`config.mk`:
```
export PLATFORM = sky130hd
export DESIGN_NAME = legendre_product_accum
export DESIGN_NICKNAME = d
export VERILOG_FILES = /design/src/rtl/legendre_pkg.sv /design/src/rtl/legendre_mul18.sv /design/src/rtl/legendre_product_accum.sv
export SDC_FILE = /design/constraint.sdc
export NUM_CORES = 1
export LEC_CHECK = 0
export ABC_CLOCK_PERIOD_IN_PS = 8300
export BUFFER_PORTS_ARGS = -buffer_cell sky130_fd_sc_hd__clkbuf_2
export CAP_MARGIN = 20
export CORE_ASPECT_RATIO = 0.8
export CORE_UTILIZATION = 35
export DETAILED_ROUTE_END_ITERATION = 12
export GPL_TIMING_DRIVEN = 0
export SYNTH_ARGS = -nofsm -noshare
export SYNTH_HDL_FRONTEND = slang
export SYNTH_SLANG_ARGS = --single-unit
```
`constraint.sdc`:
```
create_clock -name ap_clk -period 8.3 [get_ports ap_clk]
set_clock_uncertainty 0.2 [all_clocks]
set_input_delay 0.415 -clock ap_clk [delete_from_list [all_inputs] [get_ports ap_clk]]
set_output_delay 0.415 -clock ap_clk [all_outputs]
set_load 0.005 [all_outputs]
```
`src/rtl/legendre_pkg.sv`:
```
// Shared widths, saturation limits and FSM state type for the Legendre
// product-accumulate stage.
package legendre_pkg;

   localparam int A_W       = 18;
   localparam int B_W       = 18;
   localparam int P_W       = 35;
   localparam int ACC_W     = 40;
   localparam int MAX_TERMS = 32;
   localparam int CNT_W     = 6;

   localparam logic signed [ACC_W-1:0] ACC_MAX = {1'b0, {(ACC_W-1){1'b1}}};
   localparam logic signed [ACC_W-1:0] ACC_MIN = {1'b1, {(ACC_W-1){1'b0}}};

   typedef enum logic [1:0] {
      IDLE,
      ACCUM,
      DRAIN,
      HOLD
   } state_t;

endpackage

```
`src/rtl/legendre_mul18.sv`:
```
// Two-stage signed multiplier: registered operands (loaded on en) feeding a
// registered product.
module legendre_mul18 #(
   parameter int A_W  = 18,
   parameter int B_W  = 18,
   parameter int PR_W = 36
) (
   input  logic                   clk,
   input  logic                   rst_n,
   input  logic                   en,
   input  logic signed [A_W-1:0]  a,
   input  logic signed [B_W-1:0]  b,
   output logic signed [PR_W-1:0] p
);

   logic signed [A_W-1:0] a_q;
   logic signed [B_W-1:0] b_q;

   always_ff @(posedge clk or negedge rst_n) begin
      if (!rst_n) begin
         a_q <= '0;
         b_q <= '0;
         p   <= '0;
      end else begin
         if (en) begin
            a_q <= a;
            b_q <= b;
         end
         p <= PR_W'(a_q) * PR_W'(b_q);
      end
   end

endmodule

```
`src/rtl/legendre_product_accum.sv`:
```
// Saturating signed multiply-accumulate per segment with a single-entry,
// valid/ready output buffer.
module legendre_product_accum #(
   parameter int A_W       = legendre_pkg::A_W,
   parameter int B_W       = legendre_pkg::B_W,
   parameter int P_W       = legendre_pkg::P_W,
   parameter int ACC_W     = legendre_pkg::ACC_W,
   parameter int MAX_TERMS = legendre_pkg::MAX_TERMS,
   parameter int CNT_W     = legendre_pkg::CNT_W
) (
   input  logic                    ap_clk,
   input  logic                    ap_rst_n,
   input  logic signed [A_W-1:0]   in_a,
   input  logic signed [B_W-1:0]   in_b,
   input  logic                    in_last,
   input  logic                    in_valid,
   output logic                    in_ready,
   output logic signed [ACC_W-1:0] out_sum,
   output logic [CNT_W-1:0]        out_cnt,
   output logic                    out_sat,
   output logic                    out_ovf,
   output logic                    out_valid,
   input  logic                    out_ready,
   output logic                    busy
);

   import legendre_pkg::*;

   // One guard bit: (-2^(A_W-1)) * (-2^(B_W-1)) does not fit in P_W signed bits.
   localparam int PR_W = P_W + 1;
   localparam logic signed [ACC_W-1:0] SUM_MAX = {1'b0, {(ACC_W-1){1'b1}}};
   localparam logic signed [ACC_W-1:0] SUM_MIN = {1'b1, {(ACC_W-1){1'b0}}};

   state_t state, state_next;

   logic                    accept, close, hit_max;
   logic [CNT_W-1:0]        cnt, cnt_inc;
   logic                    v0, v1, c0, c1, c2;
   logic signed [PR_W-1:0]  prod;
   logic signed [ACC_W-1:0] acc, acc_next;
   logic signed [ACC_W:0]   sum_ext;
   logic                    sat, sat_next, ovf;

   legendre_mul18 #(
      .A_W  (A_W),
      .B_W  (B_W),
      .PR_W (PR_W)
   ) u_mul (
      .clk   (ap_clk),
      .rst_n (ap_rst_n),
      .en    (accept),
      .a     (in_a),
      .b     (in_b),
      .p     (prod)
   );

   assign busy = (state != IDLE);

   always_ff @(posedge ap_clk or negedge ap_rst_n) begin
      if (!ap_rst_n) state <= IDLE;
      else            state <= state_next;
   end

   always_comb begin
      accept     = in_valid && in_ready;
      cnt_inc    = cnt + 1'b1;
      hit_max    = (cnt_inc == CNT_W'(MAX_TERMS));
      close      = accept && (in_last || hit_max);
      state_next = state;
      case (state)
         IDLE:    if (accept) state_next = close ? DRAIN : ACCUM;
         ACCUM:   if (close)  state_next = DRAIN;
         DRAIN:   if (c2)     state_next = HOLD;
         HOLD:    if (out_ready) state_next = IDLE;
         default: state_next = IDLE;
      endcase
   end

   always_comb begin
      sum_ext  = (ACC_W+1)'(acc) + (ACC_W+1)'(prod);
      acc_next = sum_ext[ACC_W-1:0];
      sat_next = sat;
      if (sum_ext[ACC_W] != sum_ext[ACC_W-1]) begin
         acc_next = sum_ext[ACC_W] ? SUM_MIN : SUM_MAX;
         sat_next = 1'b1;
      end
   end

   // c0..c2 track the closing term through operand, product and accumulator.
   always_ff @(posedge ap_clk or negedge ap_rst_n) begin
      if (!ap_rst_n) begin
         in_ready  <= 1'b0;
         out_valid <= 1'b0;
         v0        <= 1'b0;
         v1        <= 1'b0;
         c0        <= 1'b0;
         c1        <= 1'b0;
         c2        <= 1'b0;
         cnt       <= '0;
         acc       <= '0;
         sat       <= 1'b0;
         ovf       <= 1'b0;
         out_sum   <= '0;
         out_cnt   <= '0;
         out_sat   <= 1'b0;
         out_ovf   <= 1'b0;
      end else begin
         in_ready  <= (state_next == IDLE) || (state_next == ACCUM);
         out_valid <= (state_next == HOLD);
         v0        <= accept;
         v1        <= v0;
         c0        <= close;
         c1        <= c0;
         c2        <= c1;

         if (accept)                             cnt <= cnt_inc;
         else if (state == IDLE || state == HOLD) cnt <= '0;

         if (v1) begin
            acc <= acc_next;
            sat <= sat_next;
         end else if (state == IDLE || state == HOLD) begin
            acc <= '0;
            sat <= 1'b0;
         end

         if (close) ovf <= hit_max && !in_last;

         if (state == DRAIN && c2) begin
            out_sum <= acc;
            out_cnt <= cnt;
            out_sat <= sat;
            out_ovf <= ovf;
         end
      end
   end

endmodule
```
==> results.py, run 1 <==
metrics = {
    "global_route": {
        "grt_pass1_vias": 16000,
        "grt_max_degree": 98,
        "grt_pass1_wl_mm": 89.9,
        "antenna_found_initial": 3,
        "track_usage_pct": 19.5,
        "gr-total-overflow": 0,
    },
    "worst_setup_path": {
        "cp_cell_sequence": "clkbuf_1, nand2_1, fa_1, inv_1, fa_1, fa_1, fa_1, fa_1, inv_1, fa_1, inv_1, ha_1, nand3_1, nor3_1, nand3_1, nor3_1, o31ai_1, a21oi_1, nor2b_1, nor3b_1, nor3_1, xnor2_1",
        "path_common_cell": "fa_1",
        "crit_path_max_incr_delay_ns": 0.90,
        "cp-start-kind": "flip-flop",
        "critPathRequiredTime_ns": 8.44,
        "crit_type": "reg2reg",
        "cp_slowest_cell": "fa_1",
        "rr_worst_depth": 22,
        "critPathMaxFanout": 10,
        "cp-end-kind": "flip-flop",
        "worstPathArrival_ns": 8.03,
    },
    "floorplan": {
        "fp.dieH_um": 220,
        "io-pin-count": 92,
        "start_util_pct": 35.7,
        "core_area_um2": 58500,
        "die-area_um2": 60700,
        "num_rows": 79,
        "dieWidth_um": 275,
    },
    "layout": {
        "finalNetCount": 2857,
        "syn_to_final_growth_pct": 11.5,
        "stdcell_count": 3131,
        "drive_above_1_share_pct": 10.3,
    },
    "cts": {
        "clkLatencyLatePin_ns": 0.49,
        "cts.sinks": 177,
        "tritoncts": "yes",
        "cts-buffers-inserted": 17,
        "cts_root_buffer": "clkbuf_16",
        "clkTransAtPathRegs_ns": 0.09,
        "htreeDepth": 4,
        "clk_path_buf_depth": 2,
        "cts_setup_buffers": 0,
    },
    "status": {
        "violations": "design-rule violations",
        "outcome": "finished with violations",
    },
    "synthesis": {
        "syn_nets": 2711,
        "ys_seq_elements": 177,
        "syn_area_um2": 20900,
        "synth_edf_count": 0,
        "synth_compound_area_share_pct": 8.73,
        "yosys.area_share.simple_pct": 15.1,
        "synth_xor_xnor_area_share_pct": 3.22,
        "synth_ff_type": "dfrtp_1",
        "ys_types": 69,
        "seq_area_frac_synth_pct": 21.2,
        "yosys.area_share.adder_pct": 40.0,
        "avgSynthCellArea_um2": 9.49,
        "synthCells": 2201,
        "muxShareOfSynthArea_pct": 2.59,
        "synth_warnings": 0,
        "async_flop_share_pct": 100,
        "synth_top_family_by_area": "adder cells",
    },
    "sta": {
        "max_freq_mhz": 127,
        "worstMarginPinSlew_ns": 1.05,
        "post-route-min-period_ns": 7.89,
        "fin_crit_sh_pct": 95.0,
        "drv_slew": 0,
        "final.setup.tns_ns": 0,
        "setup_violations": 0,
        "grt_setup_unrepaired": "false",
        "hold_violations": 0,
        "relSlewSlack_pct": 30.0,
    },
    "place": {
        "dpl.hpwl_mm": 46.4,
        "dp.cells": 3062,
        "portBuffers": 91,
        "gp_congestion": 0.969,
    },
    "drt": {
        "wirelength_mm": 56.1,
        "drtIter0Drc": 1039,
        "wire_per_inst_um": 17.9,
        "ant_nets": 0,
        "via_per_inst": 4.80,
        "drtPass1Iterations": 9,
        "drcViolationCount": 16,
        "vias": 15000,
    },
    "worst_hold_path": {
        "hold_class": "in2reg",
        "hold_depth": 3,
    },
    "flow_run": {
        "cap_violations": 0,
    },
}
==> path summary, 6_finish.rpt <==
path / endpoint / slack, ns / from
max: u_mul.p[35] / 0.41 / u_mul.b_q[3]
min: u_mul.a_q[16] / 0.009 / in_a[16]
max reg2reg: u_mul.p[35] / 0.41 / u_mul.b_q[3]
min reg2reg: c1 / 0.14 / c0
max in group asynchronous: u_mul.p[33] / 6.64 / ap_rst_n
min in group asynchronous: out_sum[8] / 0.33 / ap_rst_n
==> final cells by class <==
cell class	count	area, um2
clock buffer	18	429
buffer	94	405
sequential	177	4430
clock inverter	14	158
multi-input combinational	1529	14500
timing repair buffer	127	842
inverter	401	1510
antenna	2	5.00
tap	769	962
fill	5848	35200
==> metrics by stage <==
step                setup WS (ns)  utilization, %  area, um2  hold WS (ns)
finish                      0.413            39.8      23300       0.00865
global route                0.131            39.8      23300        0.0135
CTS                         0.238            39.8      23300      0.000429
detailed placement          0.283            38.2      22300         0.135
global placement            0.413            38.1      22300         0.134
floorplan                    1.64               -      20900       -0.0806
==> layout by cell type, fill, tap and decap left out, types with 54 or more instances in the layout <==
master      n
clkbuf_1   80
ha_1      138
clkbuf_2   93
dfrtp_1   177
xnor2_1    54
a21oi_1    70
fa_1      330
inv_1     400
nand2_1   330
nor2_1     71
and2_1    173
==> what timing repair did <==
action                     CTS  global route
setup endpoints to repair    0             3
hold endpoints to repair   114             0
resized for setup            0             3
hold buffers                35             0
==> critical path, delay by kind of cell (launching register included) <==
family / cells / cell delay, ns
adder cells (fa/ha/maj): 7 / 3.93
XOR/XNOR: 1 / 0.13
AO/OA/AOI/OAI: 2 / 0.32
flip-flops: 1 / 0.56
AND/OR/NAND/NOR: 8 / 1.75
buffers and inverters: 4 / 0.85
==> cells in the mapped netlist, types with 4 or more instances <==
| master | instances | area, um2 |
|---|---|---|
| nor3_1 | 12 | 60.1 |
| nor2_1 | 71 | 267 |
| a21o_1 | 23 | 173 |
| buf_6 | 6 | 67.6 |
| dfrtp_1 | 177 | 4430 |
| nor2_2 | 9 | 56.3 |
| fa_1 | 330 | 6610 |
| xor2_1 | 21 | 184 |
| inv_1 | 400 | 1500 |
| o21ai_0 | 51 | 255 |
| nand2_1 | 330 | 1240 |
| o31ai_1 | 5 | 37.5 |
| nand3_1 | 19 | 95.1 |
| nor2b_1 | 13 | 81.3 |
| o21a_1 | 12 | 90.1 |
| and3_1 | 12 | 75.1 |
| o21ai_2 | 38 | 333 |
| and2_1 | 173 | 1080 |
| mux2_2 | 48 | 541 |
| buf_1 | 5 | 18.8 |
| xnor2_1 | 54 | 473 |
| a211oi_1 | 6 | 45.0 |
| nand2b_1 | 10 | 62.6 |
| clkbuf_1 | 80 | 300 |
| a21oi_1 | 70 | 350 |
| nand4_1 | 7 | 43.8 |
| or2_2 | 4 | 25.0 |
| a31oi_1 | 8 | 50.1 |
| ha_1 | 139 | 1740 |
| o21bai_1 | 7 | 52.6 |
| o211ai_1 | 7 | 52.6 |
==> kinds of logic after synthesis <==
logic type | Yosys count
DFF | 177
xor gates and xnor gates | 76
and+or+nand+nor | 670
adders and majority gates | 469
AOI/OAI and AO/OA | 266
muxes | 48
buffers and inverters | 495
==> registers in the layout (all words and copies together) (netlist names) <==
signal and flops:
v1 1, ovf 1, u_mul.p 36, v0 1
c0 1, state 2, out_valid 1, out_ovf 1
sat 1, out_sum 40, out_sat 1, u_mul.a_q 18
c2 1, in_ready 1, out_cnt 6, c1 1
acc 40, u_mul.b_q 18, cnt 6
==> metal layers <==
layer  share of wire, %  vias to the layer above  global-route usage [%]  wire, um
met1                 47                     7443                    27.7     26500
li1                   -                     7079                       -         -
met5                  0                        -                       0         0
met2                 43                      457                    29.7     24000
met4                1.5                        0                    4.01       834
met3                8.5                       46                    5.11      4750
Power of run 1 is not shown: default switching activity piles up to over one toggle a cycle in this logic, so the estimate is an artifact.
==> inputs of run 2 (changes only) <==
Settings changed: CORE_ASPECT_RATIO 0.8 to 0.5.
==> results.py, run 2 (synthesis gave the netlist of run 1 again) <==
metrics = {
    "layout": {
        "drive_above_1_share_pct": 10.5,
        "mostFrequentLayoutCells": "inv_1, nand2_1, fa_1",
        "fill_cells": 5791,
        "final_area_um2": 23300,
        "final_common_cell": "inv_1",
        "antenna_cells": 0,
        "syn_to_final_growth_pct": 11.8,
        "largestRegisters": "acc x40, out_sum x40, u_mul.p x36",
        "finalNetCount": 2858,
    },
    "sta": {
        "post-route-min-period_ns": 7.92,
        "worstMarginPinSlew_ns": 0.857,
        "fin_crit_sh_pct": 95.4,
        "max_freq_mhz": 126,
        "drv_slew": 0,
        "setup_violations": 0,
        "hold_violations": 0,
        "relSlewSlack_pct": 41.9,
    },
    "worst_setup_path": {
        "ff2ff_setup_slack_ns": 0.38,
        "critPathMaxFanout": 10,
        "cp-end-kind": "flip-flop",
        "r2r-end": "u_mul.p[35]",
        "reg2reg_from": "u_mul.b_q[1]",
        "cp-start-kind": "flip-flop",
        "worstPathArrival_ns": 8.05,
        "critPathRequiredTime_ns": 8.44,
        "crit_type": "reg2reg",
        "rr_worst_depth": 25,
    },
    "floorplan": {
        "start_util_pct": 35.9,
        "die-area_um2": 60700,
        "core_area_um2": 58200,
        "num_rows": 62,
        "dieWidth_um": 347,
        "io-pin-count": 92,
        "fp.dieH_um": 175,
    },
    "worst_hold_path": {
        "min_to": "c2",
        "hold_depth": 0,
        "hold_class": "reg2reg",
        "min_from": "c1",
    },
    "drt": {
        "drtPass1Iterations": 5,
        "wire_per_inst_um": 17.6,
        "vias": 15200,
        "drtIter0Drc": 1049,
        "ant_nets": 0,
        "wirelength_mm": 55.1,
        "drcViolationCount": 0,
        "via_per_inst": 4.85,
    },
    "cts": {
        "clkTransAtPathRegs_ns": 0.07,
        "tritoncts": "yes",
        "clk_path_buf_depth": 2,
        "cts_setup_buffers": 0,
        "cts_root_buffer": "clkbuf_16",
        "cts-buffers-inserted": 17,
        "clkLatencyLatePin_ns": 0.48,
        "htreeDepth": 4,
        "cts.sinks": 177,
    },
    "global_route": {
        "grt_pass1_vias": 16000,
        "antenna_found_initial": 2,
        "grt_pass1_wl_mm": 88.7,
        "gr-total-overflow": 0,
        "track_usage_pct": 19.0,
        "grt_max_degree": 95,
    },
    "place": {
        "place_area_um2": 22300,
        "dpl.hpwl_mm": 44.3,
        "gp_congestion": 0.912,
        "portBuffers": 91,
    },
    "status": {
        "outcome": "finished, final reports clean",
    },
    "flow_run": {
        "cap_violations": 0,
    },
}
==> run 2: worst max-delay path by stage <==
stage,start,to,slack [ns],cells past startpoint
3_3_place_gp,u_mul.a_q[17],u_mul.p[35],-0.09,27
5_1_grt,u_mul.b_q[0],u_mul.p[35],-0.04,26
3_5_place_dp,u_mul.a_q[17],u_mul.p[35],-0.01,27
2_1_floorplan,u_mul.a_q[17],u_mul.p[34],1.64,25
4_1_cts,u_mul.b_q[3],u_mul.p[35],0.11,24
6_report,u_mul.b_q[1],u_mul.p[35],0.38,25
==> run 2: what timing repair did <==
item,CTS,global route
hold buffers,38,0
setup endpoints to repair,3,6
endpoints found under the hold margin,130,0
resized for setup,2,8
==> run 2: cell type report <==
type	instances	area, um2	share of cell area (%)
clock inverters	12	178	0.761
multi-input cells	1529	14600	62.4
plain buffers	92	402	1.72
repair buffers	130	872	3.74
well taps	768	961	4.12
flip-flops and latches	177	4430	19.0
clock buffers	19	433	1.85
inverters	401	1510	6.45
==> run 2: critical path: stages, from the launching register on <==
cell and delay (ns):
dfrtp_1 0.58, clkbuf_1 0.56, and2_1 0.29, fa_1 0.47
inv_1 0.20, fa_1 0.45, inv_1 0.10, ha_2 0.41
inv_1 0.24, fa_1 0.59, inv_1 0.08, fa_1 0.54
inv_1 0.05, fa_1 0.50, inv_1 0.05, ha_1 0.34
nand3_1 0.11, nor3_1 0.39, nand3_1 0.13, nor3_1 0.38
o31ai_2 0.20, a21oi_1 0.20, nor2b_1 0.11, nor3b_1 0.20
nor3_1 0.09, xnor2_1 0.32
==> run 2: per-layer routing <==
layer	vias up	GRT usage, %	routed length (um)
met4	0	4.77	1060
met1	7634	25.8	25200
li1	7083	-	-
met2	406	31.2	25400
met3	57	3.64	3490
met5	-	0	0
==> run 2: stage by stage <==
step / setup TNS, ns / setup slack (ns) / cells / hold slack, ns / utilization, %
4_1_cts: 0 / 0.112 / 3130 / 0.145 / 40.1
3_3_place_gp: -0.171 / -0.0894 / 3060 / 0.133 / 38.3
2_1_floorplan: 0 / 1.64 / 2201 / -0.0806 / -
6_report: 0 / 0.382 / 3128 / 0.143 / 40.1
3_5_place_dp: -0.0269 / -0.0142 / 3061 / 0.138 / 38.4
5_1_grt: -0.0375 / -0.0375 / 3128 / 0.156 / 40.1
Power of run 2 is left out for the same reason.
